File: src/rtl/isdft_synth.sv
// rtl/isdft_synth.sv - inverse sliding-DFT synthesis: gain-weighted sum of bin real parts / N per frame
// Define ISDFT_SYNTH_ROUND_EN for round-half-up output scaling instead of floor.
module isdft_synth #(
  parameter int N  = 16,
  parameter int DW = 16,
  parameter int IW = 26,
  parameter int GW = 10
) (
  input  logic                 clk_i,
  input  logic                 srst_i,
  input  logic [2*IW-1:0]      data_i,
  input  logic                 valid_i,
  input  logic                 sob_i,
  input  logic                 eob_i,
  output logic [$clog2(N)-1:0] gainaddr_o,
  input  logic [GW-1:0]        gain_i,
  output logic [DW-1:0]        data_o,
  output logic                 valid_o,
  output logic                 frame_err_o
);
  localparam int CW = $clog2(N);
  localparam int PW = IW + GW + 1;
  localparam int AW = PW + CW;
  localparam int SH = CW + GW - 1;
  localparam logic [CW-1:0]        LAST_BIN = CW'(N - 1);
  localparam logic signed [AW-1:0] SAT_MAX  = AW'((64'sd1 <<< (DW - 1)) - 64'sd1);
  localparam logic signed [AW-1:0] SAT_MIN  = AW'(-(64'sd1 <<< (DW - 1)));
`ifdef ISDFT_SYNTH_ROUND_EN
  localparam logic signed [AW-1:0] RND      = AW'(64'sd1 <<< (SH - 1));
`endif

  typedef enum logic {IDLE, ACC} state_e;

  state_e        state_q, state_d;
  logic [CW-1:0] bin_cnt_q, bin_cnt_d;
  logic          beat_take, beat_first, beat_last, beat_kill, beat_err;

  logic                 s1_vld_q, s1_vld_d, s1_first_q, s1_first_d;
  logic                 s1_last_q, s1_last_d, s1_kill_q, s1_kill_d;
  logic signed [IW-1:0] s1_re_q, s1_re_d;
  logic                 s2_vld_q, s2_vld_d, s2_first_q, s2_first_d;
  logic                 s2_last_q, s2_last_d, s2_kill_q, s2_kill_d;
  logic signed [PW-1:0] s2_prod_q, s2_prod_d;
  logic signed [AW-1:0] acc_q, acc_d;
  logic signed [AW-1:0] acc_base, acc_sum, fin, res;
  logic [DW-1:0]        data_q, data_d;
  logic                 valid_q, valid_d, err_q, err_d;

  logic unused_im;
  assign unused_im = ^data_i[2*IW-1:IW];

  assign gainaddr_o = sob_i ? '0 : bin_cnt_q;

  always_ff @(posedge clk_i) begin
    if (srst_i) begin
      state_q   <= IDLE;
      bin_cnt_q <= '0;
    end else begin
      state_q   <= state_d;
      bin_cnt_q <= bin_cnt_d;
    end
  end

  always_comb begin
    state_d   = state_q;
    bin_cnt_d = bin_cnt_q;
    if (valid_i) begin
      if (sob_i) begin
        // sob always restarts framing; sob together with eob can never form a legal frame
        state_d   = eob_i ? IDLE : ACC;
        bin_cnt_d = eob_i ? '0 : CW'(1);
      end else if (state_q == ACC) begin
        if (eob_i || (bin_cnt_q == LAST_BIN)) begin
          state_d   = IDLE;
          bin_cnt_d = '0;
        end else begin
          bin_cnt_d = bin_cnt_q + CW'(1);
        end
      end
    end
  end

  always_comb begin
    beat_take  = 1'b0;
    beat_first = 1'b0;
    beat_last  = 1'b0;
    beat_kill  = 1'b0;
    beat_err   = 1'b0;
    if (valid_i) begin
      if (sob_i) begin
        beat_take  = !eob_i;
        beat_first = !eob_i;
        beat_kill  = eob_i;
        beat_err   = eob_i || (state_q == ACC);
      end else if (state_q == IDLE) begin
        beat_err = 1'b1;
      end else if (eob_i && (bin_cnt_q == LAST_BIN)) begin
        beat_take = 1'b1;
        beat_last = 1'b1;
      end else if (eob_i || (bin_cnt_q == LAST_BIN)) begin
        beat_err  = 1'b1;
        beat_kill = 1'b1;
      end else begin
        beat_take = 1'b1;
      end
    end
  end

  // Flags ride with each beat so a kill behind a good eob cannot disturb it
  always_comb begin
    s1_vld_d   = beat_take | beat_kill;
    s1_first_d = beat_first;
    s1_last_d  = beat_last;
    s1_kill_d  = beat_kill;
    s1_re_d    = s1_vld_d ? $signed(data_i[IW-1:0]) : s1_re_q;

    s2_vld_d   = s1_vld_q;
    s2_first_d = s1_first_q;
    s2_last_d  = s1_last_q;
    s2_kill_d  = s1_kill_q;
    s2_prod_d  = s1_vld_q ? PW'(s1_re_q) * PW'($signed({1'b0, gain_i})) : s2_prod_q;

    acc_base = s2_first_q ? '0 : acc_q;
    acc_sum  = acc_base + AW'(s2_prod_q);
    fin      = acc_sum;
`ifdef ISDFT_SYNTH_ROUND_EN
    fin      = acc_sum + RND;
`endif
    res      = fin >>> SH;

    acc_d   = acc_q;
    data_d  = data_q;
    valid_d = 1'b0;
    err_d   = beat_err;
    if (s2_vld_q) begin
      acc_d = s2_kill_q ? '0 : acc_sum;
      if (s2_last_q) begin
        valid_d = 1'b1;
        if (res > SAT_MAX) begin
          data_d = DW'(SAT_MAX);
        end else if (res < SAT_MIN) begin
          data_d = DW'(SAT_MIN);
        end else begin
          data_d = DW'(res);
        end
      end
    end
  end

  always_ff @(posedge clk_i) begin
    if (srst_i) begin
      s1_vld_q   <= 1'b0;
      s1_first_q <= 1'b0;
      s1_last_q  <= 1'b0;
      s1_kill_q  <= 1'b0;
      s1_re_q    <= '0;
      s2_vld_q   <= 1'b0;
      s2_first_q <= 1'b0;
      s2_last_q  <= 1'b0;
      s2_kill_q  <= 1'b0;
      s2_prod_q  <= '0;
      acc_q      <= '0;
      data_q     <= '0;
      valid_q    <= 1'b0;
      err_q      <= 1'b0;
    end else begin
      s1_vld_q   <= s1_vld_d;
      s1_first_q <= s1_first_d;
      s1_last_q  <= s1_last_d;
      s1_kill_q  <= s1_kill_d;
      s1_re_q    <= s1_re_d;
      s2_vld_q   <= s2_vld_d;
      s2_first_q <= s2_first_d;
      s2_last_q  <= s2_last_d;
      s2_kill_q  <= s2_kill_d;
      s2_prod_q  <= s2_prod_d;
      acc_q      <= acc_d;
      data_q     <= data_d;
      valid_q    <= valid_d;
      err_q      <= err_d;
    end
  end

  assign data_o      = data_q;
  assign valid_o     = valid_q;
  assign frame_err_o = err_q;

endmodule

File: config.mk
export PLATFORM = sky130hd
export DESIGN_NAME = isdft_synth
export DESIGN_NICKNAME = d
export VERILOG_FILES = /design/src/rtl/isdft_synth.sv
export SDC_FILE = /design/constraint.sdc
export NUM_CORES = 1
export LEC_CHECK = 0
export CAP_MARGIN = 0
export CORE_MARGIN = 2
export CORE_UTILIZATION = 25
export CTS_CLUSTER_DIAMETER = 100
export DETAILED_ROUTE_END_ITERATION = 8
export PLACE_DENSITY = 0.51
export SYNTH_ARGS = -nofsm -noshare
export SYNTH_HDL_FRONTEND = slang
export SYNTH_SLANG_ARGS = --single-unit
File: constraint.sdc
create_clock -name clk_i -period 10.31 [get_ports clk_i]
set_clock_uncertainty 0.2 [all_clocks]
set_input_delay 2.062 -clock clk_i [delete_from_list [all_inputs] [get_ports clk_i]]
set_output_delay 2.062 -clock clk_i [all_outputs]
set_load 0.02 [all_outputs]
# ---- Word-level counts from Yosys, hierarchy flattened
# Index checks and enable logic that the tools add are counted.
dict set report totals {
  word_cells 64
  output_inout_bits 22
  ff_bits 135
  input_bits 67
}
dict set report op_classes {
  order_cmp 2
  muxes 26
  multipliers 1
  bitwise_logic 5
  n_addsub 2
  eq_ne 1
  n_reduce_logical 11
}
# cell count
set op_table {}
lappend op_table {{41-bit two-way mux} 2}
lappend op_table {{41-bit by 37-bit adder with 41-bit output} 1}
lappend op_table {{26-bit by 11-bit multiplier with 37-bit output} 1}
lappend op_table {{16-bit two-way mux} 2}
lappend op_table {{28-bit by 16-bit > comparator with 1-bit output, second input constant} 1}
lappend op_table {{28-bit by 16-bit less-than comparator with 1-bit output, second input constant} 1}
lappend op_table {{1-bit two-way mux} 18}
lappend op_table {{4-bit two-way mux} 4}
lappend op_table {{4-bit by 1-bit adder with 4-bit output, second input constant} 1}
lappend op_table {{4-bit equality test, second input constant} 1}
lappend op_table {{1-bit NOT} 4}
lappend op_table {{2-bit AND reduction} 2}
lappend op_table {{2-bit OR reduction} 2}
lappend op_table {{4-bit OR reduction} 1}
lappend op_table {{3-bit OR reduction} 1}
lappend op_table {{1-bit logical OR} 2}
lappend op_table {{2-bit nonzero test} 1}
lappend op_table {{1-bit logical AND} 1}
lappend op_table {{1-bit zero test} 1}
lappend op_table {{1-bit OR} 1}

# ---- Logic depth before layout (Yosys ltp)
dict set report depth {
  ltp_word 8
  mapped_depth 25
  depth_no_buf 23
}

# ---- Worst setup path after synthesis
# OpenSTA, ideal clock, no wires.
dict set report synth_timing {
  path_type {input -> register}
  startpoint {input gain_i[7]}
  endpoint {register s2_prod_q[34]}
  n_path_buf 2
  path_slack_ps 1888
  t_required_ps 9988
  t_arrival_ps 8100
  stages 23
  setup_time_ps 122
  cell_sequence {clkbuf_1 -> clkbuf_1 -> nand2_1 -> fa_1 -> inv_1 -> fa_1 -> fa_1 -> fa_1 -> inv_1 -> fa_1 -> inv_1 -> ha_1 -> a21o_1 -> a21o_1 -> a21o_1 -> a311o_1 -> a2111oi_4 -> o31ai_4 -> a21oi_2 -> nor2_1 -> o21ai_0 -> mux2_2 -> a311o_1}
}
dict set report synth_via {
  elab_chain_len 1
}
# item line
set synth_lines {}
lappend synth_lines {{start, declared} 16} ;# input logic [GW-1:0] gain_i,
lappend synth_lines {{26-bit by 11-bit multiplier with 37-bit output} 121} ;# s2_prod_d = s1_vld_q ? PW'(s1_re_q) * PW'($signed({1'b0, gain_i})) : s2_prod_q;
lappend synth_lines {{end signal, assigned} 176} ;# s2_prod_q <= s2_prod_d;
lappend synth_lines {{end, declared} 43} ;# logic signed [PW-1:0] s2_prod_q, s2_prod_d;
# No other way between the ends.
# A chain may end at the register's enable or synchronous reset.

# ---- Final worst setup path
dict set report layout_timing {
  startpoint {input gain_i[4]}
  endpoint {register s2_prod_q[34]}
}
# The elaborated chain is that of the path after synthesis.

==> reports/qor.yml <==
placed_design:
  pre_cts_ws_ps: 870
  gp_congestion: 0.838
  hpwlAfterDp_um: 33800
  io_buffers: 62
  post_dp_cell_area_um2: 18200
global_routing:
  track_usage_pct: 13.1
  antenna_found_initial: 0
  grt_max_degree: 78
  grt.overflow.total: 0
  grt_pass1_vias: 14300
  grt_first_pass_wirelength_um: 72800
clocking:
  clockBufferDepth: 2
  clk_latency_ps: 470
  cts_tree: "done"
  clkTransAtPathRegs_ps: 70
  cts-root-buf: "clkbuf_16"
  clock-sinks: 135
  htreeDepth: 4
  cts-resized-gates: 0
  postCtsSetupBuffers: 0
  cts_buffers: 17
  cts_hold_buf: 0
finish:
  antenna_cells: 0
  final_cell_area_um2: 18800
  areaGrowthSynthToFinish_pct: 11.7
  nets: 2420
  drive_gt1_share_pct: 3.87
  multiInputGateArea_um2: 12500
  nFillCells: 7211
  ff_latch_area_um2: 2700
setup_path:
  required_ps: 10470
  crit_family: "adder cells"
  worstPathCellList: "clkdlybuf4s50_1, nand2_1, fa_1, fa_1, inv_1, fa_1, fa_1, inv_1, fa_1, inv_1, ha_1, a21o_1, a21o_1, a221oi_1, o21ai_4, a2111oi_4, o31ai_4, a21oi_2, nor2_1, o21ai_0, mux2_2, a311o_1"
  cp.depth: 22
  cp.arrival_ps: 9090
  path_common_cell: "fa_1"
  slowest_delay_ps: 990
  startpoint_type: "primary input"
  critPathBufInv: 4
  crit_type: "in2reg"
  r2r_cells: 21
  endpoint_kind: "flop"
  worst_path_max_delay_cell: "clkdlybuf4s50_1"
  critPathMaxFanout: 14
sta:
  slew_headroom_pct: 30.5
  setup_viol: 0
  period_share_pct: 86.6
  tns_ps: 0
  slew_violations: 0
  fmax_mhz: 112
  whs_ps: 241
  setup_ws_ps: 1380
  rsz0062_at_grt: "no"
  fin_crit_ps: 8930
  finalHoldViolCount: 0
  worst_pin_slew_ps: 1040
pwr:
  ir_drop_uv: 95.7
  p_leak_nw: 8.73
  p_per_area_nw_per_um2: 95.7
logic_synthesis:
  synth_cell_type_count: 82
  yosys.area_share.simple_pct: 20.0
  synthCells: 2008
  synthFlopType: "dfxtp_1"
  synth_compound_area_share_pct: 13.6
  ys_ff_latch: 135
  synth_edf_count: 0
  netlist_area_um2: 16800
  async_reset_ff_share_pct: 0
  synth_top_family_by_area: "adder cells"
  yosys_warnings: 0
  synth_fp_nets: 2425
  synth_fa_ha_area_share_pct: 36.2
  muxShareOfSynthArea_pct: 1.62
  synthXorXnorAreaFrac_pct: 3.23
  syn_area_per_cell_um2: 8.37
  yosysSeqAreaShare_pct: 16.1
hold_path:
  hold_class: "reg2reg"
  min_path_cells: 1
job:
  drv_cap: 0
detailed_routing:
  ant_nets: 0
  drt_wl_total_um: 42600
  dr.pass1.iters: 5
  via_per_inst: 4.60
  wl_per_cell_um: 14.7
  drcViolationCount: 0
  vias: 13300
  drtIter0Drc: 531
floorplanning:
  fp-row-count: 95
  die_w_um: 263
  fp.coreArea_um2: 66800
  fp.dieH_um: 263
  dieArea_um2: 69300
  initial_core_util_pct: 25.1
  ios: 89
run_status:
  outcome: "finished clean"
[cells by family (layout without fill, tap and decap cells)]
group,after synthesis,count (layout)
compound gates,328,328
flops,135,135
xor+xnor,61,61
buf+inv,406,414
fa+ha+maj,350,350
mux,27,27
simple gates,701,701
[synth_stat cells, drive strengths merged, types with 3 or more instances]
master,n,area share (%)
and4,3,0.16
inv,300,6.7
and3,17,0.66
o211ai,8,0.36
dfxtp,135,16
o21ai,35,1.1
mux2i,26,1.5
ha,124,9.2
nor2b,58,2.2
a22oi,33,1.5
o31ai,3,0.22
o32ai,15,0.78
buf,16,0.58
nor3,9,0.34
fa,226,27
nand4,8,0.30
xor2,24,1.3
clkbuf,89,2.0
or2,3,0.11
a211oi,12,0.63
a21oi,103,3.1
nor2,146,3.3
nand3,21,0.63
o21a,18,0.86
nand2b,16,0.60
a32oi,3,0.16
a21o,42,1.9
a221oi,6,0.35
a31oi,13,0.57
and2,130,4.9
or3,9,0.34
nand2,267,6.0
o21bai,6,0.27
xnor2,37,2.0
o22ai,6,0.22
nor4,4,0.15
[layout by cell type (no fill, tap or decap), types with 9 or more instances in the layout]
cell type,n
a211oi_1,9
a21o_1,42
a21oi_1,101
a22oi_1,33
a31oi_1,12
and2_1,129
and3_1,16
buf_4,20
clkbuf_16,17
clkdlybuf4s50_1,61
dfxtp_1,135
fa_1,226
ha_1,124
inv_1,300
mux2i_1,26
nand2_1,266
nand2b_1,16
nand3_1,21
nor2_1,145
nor2b_1,58
o21a_1,16
o21ai_0,31
o32ai_1,15
or3_1,9
xnor2_1,36
xor2_1,24
[power breakdown]
| part | leakage [nW] | internal, mW | switching (mW) |
|---|---|---|---|
| sequential | 1.09 | 0.540 | 0.0311 |
| clock | 0.256 | 0.309 | 0.269 |
| combinational | 7.38 | 0.265 | 0.383 |
| total | 8.73 | 1.11 | 0.683 |
[through the flow]
| step | cells | power, mW | utilization (%) |
|---|---|---|---|
| floorplan | 2008 | 1.07 | - |
| global placement | 2857 | 1.24 | 27.3 |
| detailed placement | 2857 | 1.24 | 27.3 |
| CTS | 2889 | 1.84 | 28.1 |
| global route | 2889 | 1.95 | 28.1 |
| finish | 2889 | 1.80 | 28.1 |
[flip-flops by register name, summed over array words and instances (netlist names)]
register and count:
acc_q 41, bin_cnt_q 4, data_o 16, frame_err_o 1, s1_first_q 1, s1_kill_q 1, s1_last_q 1, s1_re_q 26
s1_vld_q 1, s2_first_q 1, s2_kill_q 1, s2_last_q 1, s2_prod_q 37, s2_vld_q 1, state_q 1, valid_o 1
[layer usage]
| layer | global-route usage (%) | routed length [µm] | share of wire [%] |
|---|---|---|---|
| met5 | 0 | 0 | 0 |
| met4 | 4.23 | 969 | 2.3 |
| met3 | 2.44 | 1700 | 4.0 |
| met2 | 22.5 | 20800 | 49 |
| met1 | 16.4 | 19100 | 45 |
[worst paths after layout]
path | from | endpoint | slack (ps)
max | gain_i[4] | s2_prod_q[34] | 1380
min | s1_last_q | s2_last_q | 240
max reg2reg | s1_re_q[8] | s2_prod_q[34] | 3330
min reg2reg | s1_last_q | s2_last_q | 240
[area by class of cell]
type,instances,share of cell area (%)
well taps,873,5.82
repair buffers,81,4.05
clock buffers,19,2.31
multi-input cells,1467,66.9
clock inverters,13,0.540
inverters,301,6.02
flip-flops and latches,135,14.4
(Power assumes the default switching activity.)
